File: config.mk
export PLATFORM = sky130hd
export DESIGN_NAME = delay_skew
export DESIGN_NICKNAME = d
export VERILOG_FILES = /design/src/rtl/delay_skew_pkg.sv /design/src/rtl/delay_skew_lane.sv /design/src/rtl/delay_skew.sv
export SDC_FILE = /design/constraint.sdc
export NUM_CORES = 1
export LEC_CHECK = 0
export BUFFER_PORTS_ARGS = -buffer_cell sky130_fd_sc_hd__buf_4
export CAP_MARGIN = 20
export CORE_MARGIN = 3
export CORE_UTILIZATION = 55
export CTS_CLUSTER_DIAMETER = 200
export DETAILED_ROUTE_END_ITERATION = 10
export HOLD_SLACK_MARGIN = 0.08
export PLACE_DENSITY_LB_ADDON = 0.2
export SLEW_MARGIN = 0
export SYNTH_ARGS = -nofsm -noshare
export SYNTH_HDL_FRONTEND = slang
export SYNTH_SLANG_ARGS = --single-unit
File: constraint.sdc
create_clock -name clk -period 1.15 [get_ports clk]
set_clock_uncertainty 0.05 [all_clocks]
set_input_delay 0.0575 -clock clk [delete_from_list [all_inputs] [get_ports clk]]
set_output_delay 0.0575 -clock clk [all_outputs]
set_load 0.02 [all_outputs]
File: src/rtl/delay_skew_pkg.sv
// Shared constants and delay helpers for the operand skew/deskew delay lines.
// Latency: n/a (package only).
// Backpressure: n/a (package only).
package delay_skew_pkg;

  // Operand width used by the PE array; the skew block defaults to the same.
  localparam int PE_WIDTH = 8;

  // Delay in enabled cycles of lane c. Reverse mode mirrors the staircase so the
  // array output can be realigned.
  function automatic int lane_delay(int c, int base, int step, bit reverse, int channels);
    if (reverse) begin
      return base + (channels - 1 - c) * step;
    end
    return base + c * step;
  endfunction

  // Deepest lane; identical in forward and reverse mode.
  function automatic int max_delay(int channels, int base, int step);
    return base + (channels - 1) * step;
  endfunction

endpackage

File: src/rtl/delay_skew_lane.sv
// Single lane: DEPTH-stage shift register of {valid, data}, zeroed output when invalid.
// Latency: DEPTH enabled cycles from in_* to out_*.
// Backpressure: en=0 freezes every stage; flush clears all stages (priority flush > en).
module delay_skew_lane #(
  parameter int WIDTH = 8,
  parameter int DEPTH = 1
) (
  input  logic             clk,
  input  logic             reset,
  input  logic             en,
  input  logic             flush,
  input  logic             in_valid,
  input  logic [WIDTH-1:0] in_data,
  output logic             out_valid,
  output logic [WIDTH-1:0] out_data,
  output logic             any_valid
);

  logic [DEPTH-1:0]            vld_q, vld_d;
  logic [DEPTH-1:0][WIDTH-1:0] dat_q, dat_d;

  // Next state: flush clears, en shifts (data captured only with valid), otherwise hold.
  always_comb begin
    vld_d = vld_q;
    dat_d = dat_q;
    if (flush) begin
      vld_d = '0;
      dat_d = '0;
    end else if (en) begin
      vld_d[0] = in_valid;
      dat_d[0] = in_valid ? in_data : '0;
      for (int k = 1; k < DEPTH; k++) begin
        vld_d[k] = vld_q[k-1];
        dat_d[k] = dat_q[k-1];
      end
    end
  end

  // Stage registers, cleared asynchronously.
  always_ff @(posedge clk or negedge reset) begin
    if (!reset) begin
      vld_q <= '0;
      dat_q <= '0;
    end else begin
      vld_q <= vld_d;
      dat_q <= dat_d;
    end
  end

  assign out_valid = vld_q[DEPTH-1];
  assign out_data  = vld_q[DEPTH-1] ? dat_q[DEPTH-1] : '0;
  assign any_valid = |vld_q;

endmodule

File: src/rtl/delay_skew.sv
// Multi-lane skew delay line: lane c delayed by lane_delay(c) enabled cycles (staircase).
// Latency: BASE_DELAY + c*STEP enabled cycles (mirrored when DELAY_SKEW_REVERSE_EN is defined).
// Backpressure: en=0 stalls all lanes indefinitely; flush discards everything in flight.
module delay_skew
  import delay_skew_pkg::*;
#(
  parameter int WIDTH      = PE_WIDTH,
  parameter int CHANNELS   = 4,
  parameter int BASE_DELAY = 1,
  parameter int STEP       = 1
) (
  input  logic                      clk,
  input  logic                      reset,
  input  logic                      en,
  input  logic                      flush,
  input  logic                      din_valid,
  input  logic [CHANNELS*WIDTH-1:0] din,
  output logic [CHANNELS-1:0]       dout_valid,
  output logic [CHANNELS*WIDTH-1:0] dout,
  output logic                      busy
);

`ifdef DELAY_SKEW_REVERSE_EN
  localparam bit REVERSE = 1'b1;
`else
  localparam bit REVERSE = 1'b0;
`endif

  localparam int MAX_DELAY = max_delay(CHANNELS, BASE_DELAY, STEP);

  if (BASE_DELAY < 1) begin : g_bad_base
    $error("delay_skew: BASE_DELAY must be >= 1");
  end
  if (MAX_DELAY < BASE_DELAY) begin : g_bad_step
    $error("delay_skew: STEP must be >= 0");
  end

  logic [CHANNELS-1:0] lane_any;

  for (genvar c = 0; c < CHANNELS; c++) begin : g_lane
    localparam int D = lane_delay(c, BASE_DELAY, STEP, REVERSE, CHANNELS);

    delay_skew_lane #(
      .WIDTH (WIDTH),
      .DEPTH (D)
    ) u_lane (
      .clk       (clk),
      .reset     (reset),
      .en        (en),
      .flush     (flush),
      .in_valid  (din_valid),
      .in_data   (din[c*WIDTH +: WIDTH]),
      .out_valid (dout_valid[c]),
      .out_data  (dout[c*WIDTH +: WIDTH]),
      .any_valid (lane_any[c])
    );
  end

  assign busy = |lane_any;

endmodule

==> flow_results.org, run 1 <==
** Floorplan
- Placeable Area :: 0.006869 mm2
- Number of primary I/O pins :: 74
- The floorplan step defined a die boundary enclosing 0.008178 mm2.
- In this run the horizontal extent of the chip is 90.44 um.
- The die is 90.44 um tall.
- Initial Utilization :: 0.5709
- The floorplan has 30 rows.

** Route
- Across all layers, the routed design uses 2826 vias.
- Final WL :: 8.513 mm
- DRC viols :: 0
- The detail route stage leaves a number of antenna-violating nets equal to 0.
- After the first detailed-routing iteration, the DRC count stood at 131.
- Detailed-route vias per instance :: 5.101
- After detailed routing, the average wire length per cell comes to 15.37 um.
- Before antenna repair, the detailed router went through 4 iterations.

** Clocking
- The H-tree was split into 3 levels.
- The number of clock buffers added by TritonCTS is 9.
- The tree is rooted in a clkbuf_8.
- Post-CTS clock slew at the launch and capture registers of the worst setup and hold paths :: 0.08 ns
- Clock latency reported for the late side of the worst-skew pair :: 0.34 ns
- Counting along the longest clock path gives a buffer depth of 2.
- CTS tree :: yes
- TritonCTS Sinks :: 84

** Critical path
- Worst-path fanout max :: 2
- Kind of end point of the critical path :: primary output
- On the critical path, the stage with the largest delay is an instance of or4_4.
- Reg-to-reg critical path startpoint :: g_lane[3].u_lane.vld_q[2]$_DFFE_PN0P_
- Required time of the critical path :: 1.04 ns
- Critical path startpoint category :: flop
- On the worst path, the slowest cell contributes a delay of 0.53 ns.
- In this run the critical register-to-register path is captured at g_lane[3].u_lane.vld_q[3]$_DFFE_PN0P_.
- R2r worst-path depth :: 5
- The critical path is of the flop to primary output type.
- Critical-path cell list :: or4_4, buf_6
- Data arrives at the worst endpoint at 1.41 ns.
- Worst R2R Setup Slack :: -0.01 ns

** Yosys
- For this run, asynchronously set or reset flops after synthesis account for 1.000.
- Of the post-synthesis cell area, the dominant cell type holds 0.5361.
- Seq/Total Area, Yosys :: 0.5361
- After synthesis, the cell types taking the most area are dfrtp_1 54%, mux2i_1 13%, and2_1 5.1%.
- The number of different library cells used by synthesis comes to 18.
- Most numerous cell in the Yosys netlist :: dfrtp_1
- The synthesized design contains 84 register bits.
- Syn_nets :: 384
- Synth Flop Type :: dfrtp_1
- In this run the mean area of a mapped cell was 11.30 um2.
- The largest total area in the synthesized netlist belongs to dfrtp_1.
- The synthesized netlist occupies a cell area of 0.003921 mm2.
- Counting flops with a built-in enable in the synthesized netlist gives 0.
- Synthesis produced 347 cells.
- Count of yosys warnings during synthesis :: 0
- After synthesis, the most frequently instantiated cells are 84 x dfrtp_1, 53 x nor2_1, 52 x mux2i_1.

** Pwr
- The analysis attributes to cell leakage a power of 2.581 nW.
- In this run the power density over the cells is 1100 mW/mm2.
- Overall power after layout :: 0.005897 W
- Worst vdd ir :: 886.5 uV

** Global route
- Summed over all layers, the global routing overflow is 0.
- The first global-routing pass estimated 13.99 mm of wire.
- Entering global routing, the biggest net connects 85 pins.
- Antenna violations before repair :: 0
- Overall fraction of global-route tracks in use :: 0.2120
- Vias in the first global route :: 2815

** STA
- Setup repair after global routing could not meet its margin everywhere.
- In the finished design, the share of the clock period the worst path needs comes to 1.319.
- Hold timing on the final database bottoms out at a slack of 0.1535 ns.
- Final hold vios :: 0
- Final min period :: 1.517 ns
- Static timing analysis puts the maximum clock frequency at 659.1 MHz.
- Worst relative slew slack :: 0.7089
- At the pin with the least slew margin, the transition time is 0.4366 ns.
- Final setup slack of the worst path :: -0.3672 ns
- Final count of negative-setup-slack endpoints :: 36
- The number of pins exceeding their max-slew limit in the final report came to 0.

** Place
- Number of placed cells counting well taps :: 498
- Routability cong. :: 0.7377
- Half-perimeter wire length after detailed placement :: 4.836 mm
- Summing all placed instances gives a cell area of 0.004571 mm2.
- During placement, the flow inserted port buffers numbering 73.

** Layout
- Summing all non-filler instances in the final layout gives an area of 0.005363 mm2.
- Final layout net count :: 490
- Signed area change from the synthesized netlist to the final layout :: 36.76%
- Antenna cell count :: 0
- Number of standard cells in the layout, taps in and fillers out :: 554
- Of the cells placed in the final design, the portion with a size suffix greater than 1 is 0.3668.

** Min path
- The worst hold path belongs to the class input pin to flop.
- The path with the worst hold slack has its endpoint at g_lane[3].u_lane.dat_q[1]$_DFFE_PN0P_.
- Along the worst hold path, the cell count comes to 4.
- Launch point of the worst hold path :: en

** Status
- Violated checks :: negative setup slack
- The flow ran to the end, but the final reports show violations.

** Flow run
- The tool flagged a number of max-cap violations equal to 0.
-- cell usage in the layout (no fill, tap or decap), types with 9 or more instances in the layout --
cell type      synthesis  final
nand3_2               19     19
dlygate4sd3_1          0     36
dfrtp_1               84     84
nor2_1                53     53
and2_1                32      9
mux2i_1               52     52
buf_4                  8     52
nand2b_1              30     30
clkbuf_8               0     11
and2_4                 0     23
a21oi_2               19     19
buf_6                  4     30
a21oi_1               11     11
nand3_1               11     11
-- cells by family (layout without fill, tap and decap cells) --
| family | after synthesis | after routing | share of synthesized area |
|---|---|---|---|
| flops | 84 | 84 | 0.5361 |
| compound gates | 32 | 32 | 0.06158 |
| mux | 52 | 52 | 0.1327 |
| simple gates | 147 | 147 | 0.2157 |
| buf+inv | 32 | 143 | 0.05392 |
-- worst max-delay path by stage --
stage / start / to / depth (start not counted)
finish: g_lane[2].u_lane.vld_q[0]$_DFFE_PN0P_ / busy / 2
global placement: g_lane[2].u_lane.vld_q[1]$_DFFE_PN0P_ / busy / 2
CTS: g_lane[3].u_lane.vld_q[2]$_DFFE_PN0P_ / busy / 2
floorplan: g_lane[3].u_lane.vld_q[3]$_DFFE_PN0P_ / busy / 1
global route: g_lane[3].u_lane.vld_q[3]$_DFFE_PN0P_ / busy / 2
detailed placement: g_lane[2].u_lane.vld_q[1]$_DFFE_PN0P_ / busy / 2
-- cell type report --
| class | instances | area [um2] |
|---|---|---|
| Sequential cell | 84 | 2102 |
| Multi-Input combinational cell | 231 | 1669 |
| Clock inverter | 4 | 47.55 |
| Timing Repair Buffer | 127 | 1269 |
| Tap cell | 96 | 120.1 |
| Fill cell | 447 | 1506 |
| Clock buffer | 12 | 155.1 |
-- sequential cells by signal, summed over array words and instances (netlist names) --
name / count
g_lane.u_lane.dat_q: 80
g_lane.u_lane.vld_q: 4
-- repair_timing --
item                                   4_1_cts  5_1_grt
gates resized for setup                     24       37
endpoints found under the hold margin      120        0
hold buffers                                36        0
gates cloned                                 1        1
setup endpoints to repair                   37       37
buffers inserted                             1        4
pin swaps                                    1        1
-- routing by layer --
metal,global-route usage,share of wire
met1,0.2999,0.47
met2,0.3261,0.48
met3,0.03667,0.039
met4,0.08673,0.014
met5,0,0
-- where the power goes --
| part | switching (W) | internal, W | total, W |
|---|---|---|---|
| clock network | 0.000993 | 0.00112 | 0.00211 |
| registers | 0.0000385 | 0.00302 | 0.00306 |
| logic | 0.000361 | 0.000370 | 0.000731 |
| total | 0.00139 | 0.00450 | 0.00590 |
-- through the flow --
step	utilization	TNS, ns	setup slack, ns
after floorplan	-	0	0.03129
after global placement	0.6654	-0.01522	-0.01522
after detailed placement	0.6654	-0.03482	-0.03482
after CTS	0.7607	-5.989	-0.3761
after global routing	0.7807	-6.754	-0.3975
final	0.7807	-4.995	-0.3672
-- worst max-delay path: cells and delay by family, from the launching register on --
family / cells / cell delay, ns
buffers and inverters: 1 / 0.15
and+or+nand+nor: 1 / 0.53
DFF: 1 / 0.40
Power figures use the tool's default switching activity.
==> run 2: changes to the inputs <==
Settings changed: BUFFER_PORTS_ARGS -buffer_cell sky130_fd_sc_hd__buf_4 to -buffer_cell sky130_fd_sc_hd__buf_2, RECOVER_POWER set to 50.
==> flow_results.org, run 2 (synthesis gave the netlist of run 1 again) <==
** Status
- The flow ran to the end, but the final reports show violations.
- The final reports fail on negative setup slack.

** Route
- Final WL :: 8.928 mm
- First-iteration detailed-routing DRC count :: 118
- Number of vias after detailed routing :: 2938
- The count of nets left with antenna violations once routing finished came out at 0.
- Before antenna repair, the detailed router went through 4 iterations.
- Detailed-route vias per instance :: 5.218
- WL per Instance :: 15.86 um
- DRC viols :: 0

** Critical path
- R2r worst-path depth :: 5
- Critical register-to-register path endpoint :: g_lane[3].u_lane.vld_q[2]$_DFFE_PN0P_
- Critical-path cell list :: or4_4, buf_6
- Kind of critical path :: flop to primary output
- Kind of end point of the critical path :: primary output
- The worst setup path is launched from a flop.
- Arrival time of the worst setup path :: 1.41 ns
- Required time of the critical path :: 1.04 ns
- Across all register-to-register paths, the minimum setup slack is -0.01 ns.
- Top cell family by delay on the critical path :: simple AND/OR/NAND/NOR gates
- Count of buffering cells on the critical path with inverters included :: 1
- Worst path depth :: 2
- In this run the critical register-to-register path is launched from g_lane[3].u_lane.vld_q[2]$_DFFE_PN0P_.
- On the critical path, the stage with the largest delay is an instance of or4_4.
- In this run the worst path has a maximum fanout of 2.
- On the worst path, the slowest cell contributes a delay of 0.54 ns.

** Global route
- Overall fraction of global-route tracks in use :: 0.2145
- The first global-routing pass estimated 14.05 mm of wire.
- The via count of the first global-routing pass came to 2848.
- The number of antenna violations at the first check in global routing came to 0.
- Entering global routing, the biggest net connects 55 pins.
- Gr ovfl total :: 0

** STA
- Fmax :: 660.2 MHz
- For the finished layout, the period the worst path requires is 1.515 ns.
- Final count of negative-setup-slack endpoints :: 58
- Final setup slack of the worst path :: -0.3647 ns
- The final count of hold timing violations came to 0.
- Worst-Margin Slew :: 0.5666 ns
- Max-slew violations :: 0
- Of the available clock period, the critical path in the final layout requires 1.317.
- Worst relative slew slack :: 0.6223
- Final hold slack :: 0.1921 ns
- Setup repair after global routing could not meet its margin everywhere.

** Floorplan
- Number of primary I/O pins :: 74
- The die covers 0.008178 mm2.
- In this run the core area contains 30 standard-cell rows.
- The initial utilization of the core area, before any placement, comes to 0.5709.
- The die is 90.44 um tall.
- The core region is 0.006869 mm2.
- The die is 90.44 um wide.

** Layout
- Final layout net count :: 501
- The repair_antennas step left the layout with diodes totalling 0.
- Highest-count cells in the layout ignoring fill and taps :: 84 x dfrtp_1, 53 x nor2_1, 52 x mux2i_1
- Final cell area excluding filler cells :: 0.005368 mm2
- The register with the most flip-flops in the final layout is g_lane.u_lane.dat_q.
- Of the cells placed in the final design, the portion with a size suffix greater than 1 is 0.3790.
- Leaving out fill and tap cells, the most frequent cell in the layout is dfrtp_1.
- Number of flip-flops in the largest register :: 80
- Signed area change from the synthesized netlist to the final layout :: 36.89%
- The largest registers in the layout are g_lane.u_lane.dat_q x80, g_lane.u_lane.vld_q x4.
- The finished layout holds 563 standard cells, fillers aside.

** Clocking
- Number of CTS-inserted buffers :: 9
- Cell at the root of the clock tree :: clkbuf_8
- TritonCTS Sinks :: 84
- At the later pin of the worst-skew pair, clock insertion delay measures 0.34 ns.
- TritonCTS built the clock tree.
- The H-tree was split into 3 levels.
- Counting along the longest clock path gives a buffer depth of 2.
- Post-CTS clock slew at the launch and capture registers of the worst setup and hold paths :: 0.08 ns

** Pwr
- Dividing total power by cell area gives a power density of 1054 mW/mm2.
- For this design the static power due to leakage is 2.602 nW.
- VDD sags by at most 722.6 uV.
- Overall power after layout :: 0.005657 W

** Min path
- End of the worst hold path :: g_lane[3].u_lane.dat_q[4]$_DFFE_PN0P_
- The min-delay analysis places its worst path in the category input pin to flop.
- The startpoint identified for the worst hold timing path is en.
- Hold path cells :: 4

** Flow run
- Max-cap violations in this run came to 0.

** Place
- Half-perimeter wire length after detailed placement :: 4.702 mm
- At the end of routability-driven placement, the weighted congestion stood at 0.7767.
- Once placement completed, the tool counted placed cells totaling 498.
- During placement, the flow inserted port buffers numbering 73.
- Cell area reported after detailed placement :: 0.004395 mm2
## run 2: changes by cell type in the layout (fill, tap and decap cells not counted), moves of 3 or more
cell | before | now
buf_6 | 30 | 40
buf_12 | 7 | 4
and2_4 | 23 | 27
dlygate4sd3_1 | 36 | 39
and2_1 | 9 | 5
buf_2 | 0 | 38
buf_4 | 52 | 8
## run 2: timing repair
item | in CTS | in global routing
setup endpoints to repair | 37 | 39
pin swaps | 0 | 2
cloned | 2 | 2
resized for setup | 47 | 62
setup buffers | 2 | 8
hold endpoints to repair | 116 | 0
hold buffers | 39 | 0
## run 2: worst min-delay path, delay by kind of cell
family | cells | cell delay [ns]
compound gates | 1 | 0.04
simple gates | 1 | 0.09
buf+inv | 2 | 0.34
## run 2: worst max-delay path by stage
| stage | startpoint | to |
|---|---|---|
| after floorplan | g_lane[3].u_lane.vld_q[3]$_DFFE_PN0P_ | busy |
| after CTS | g_lane[2].u_lane.vld_q[1]$_DFFE_PN0P_ | busy |
| final | g_lane[2].u_lane.vld_q[0]$_DFFE_PN0P_ | busy |
| after global placement | g_lane[2].u_lane.vld_q[1]$_DFFE_PN0P_ | busy |
| after global routing | g_lane[2].u_lane.vld_q[0]$_DFFE_PN0P_ | busy |
| after detailed placement | g_lane[2].u_lane.vld_q[1]$_DFFE_PN0P_ | busy |
## run 2: layer usage
layer / track usage / share of wire
met1: 0.3011 / 0.43
met2: 0.3423 / 0.51
met3: 0.03417 / 0.037
met4: 0.07270 / 0.020
met5: 0 / 0
## run 2: layout make-up
class                   count  area, um2
clock buffers              12      165.2
clock inverters             2      10.01
fillers                   430       1501
multi-input cells         231       1679
flip-flops and latches     84       2102
well taps                  96      120.1
repair buffers            138       1291
## run 2: per-stage QoR
step                        util  TNS (ns)  worst slack, ns
after detailed placement  0.6399         0         0.008310
after floorplan                -         0          0.03129
after global routing      0.7814    -10.39          -0.4088
after global placement    0.6399         0         0.008789
final                     0.7814    -7.952          -0.3647
after CTS                 0.7508    -6.129          -0.3632
## run 2: where the power goes
group	internal [W]	leakage, nW	switching, W
registers	0.00302	1.16	0.0000385
logic	0.000349	1.35	0.000365
clock network	0.000932	0.0941	0.000955
total	0.00430	2.60	0.00136
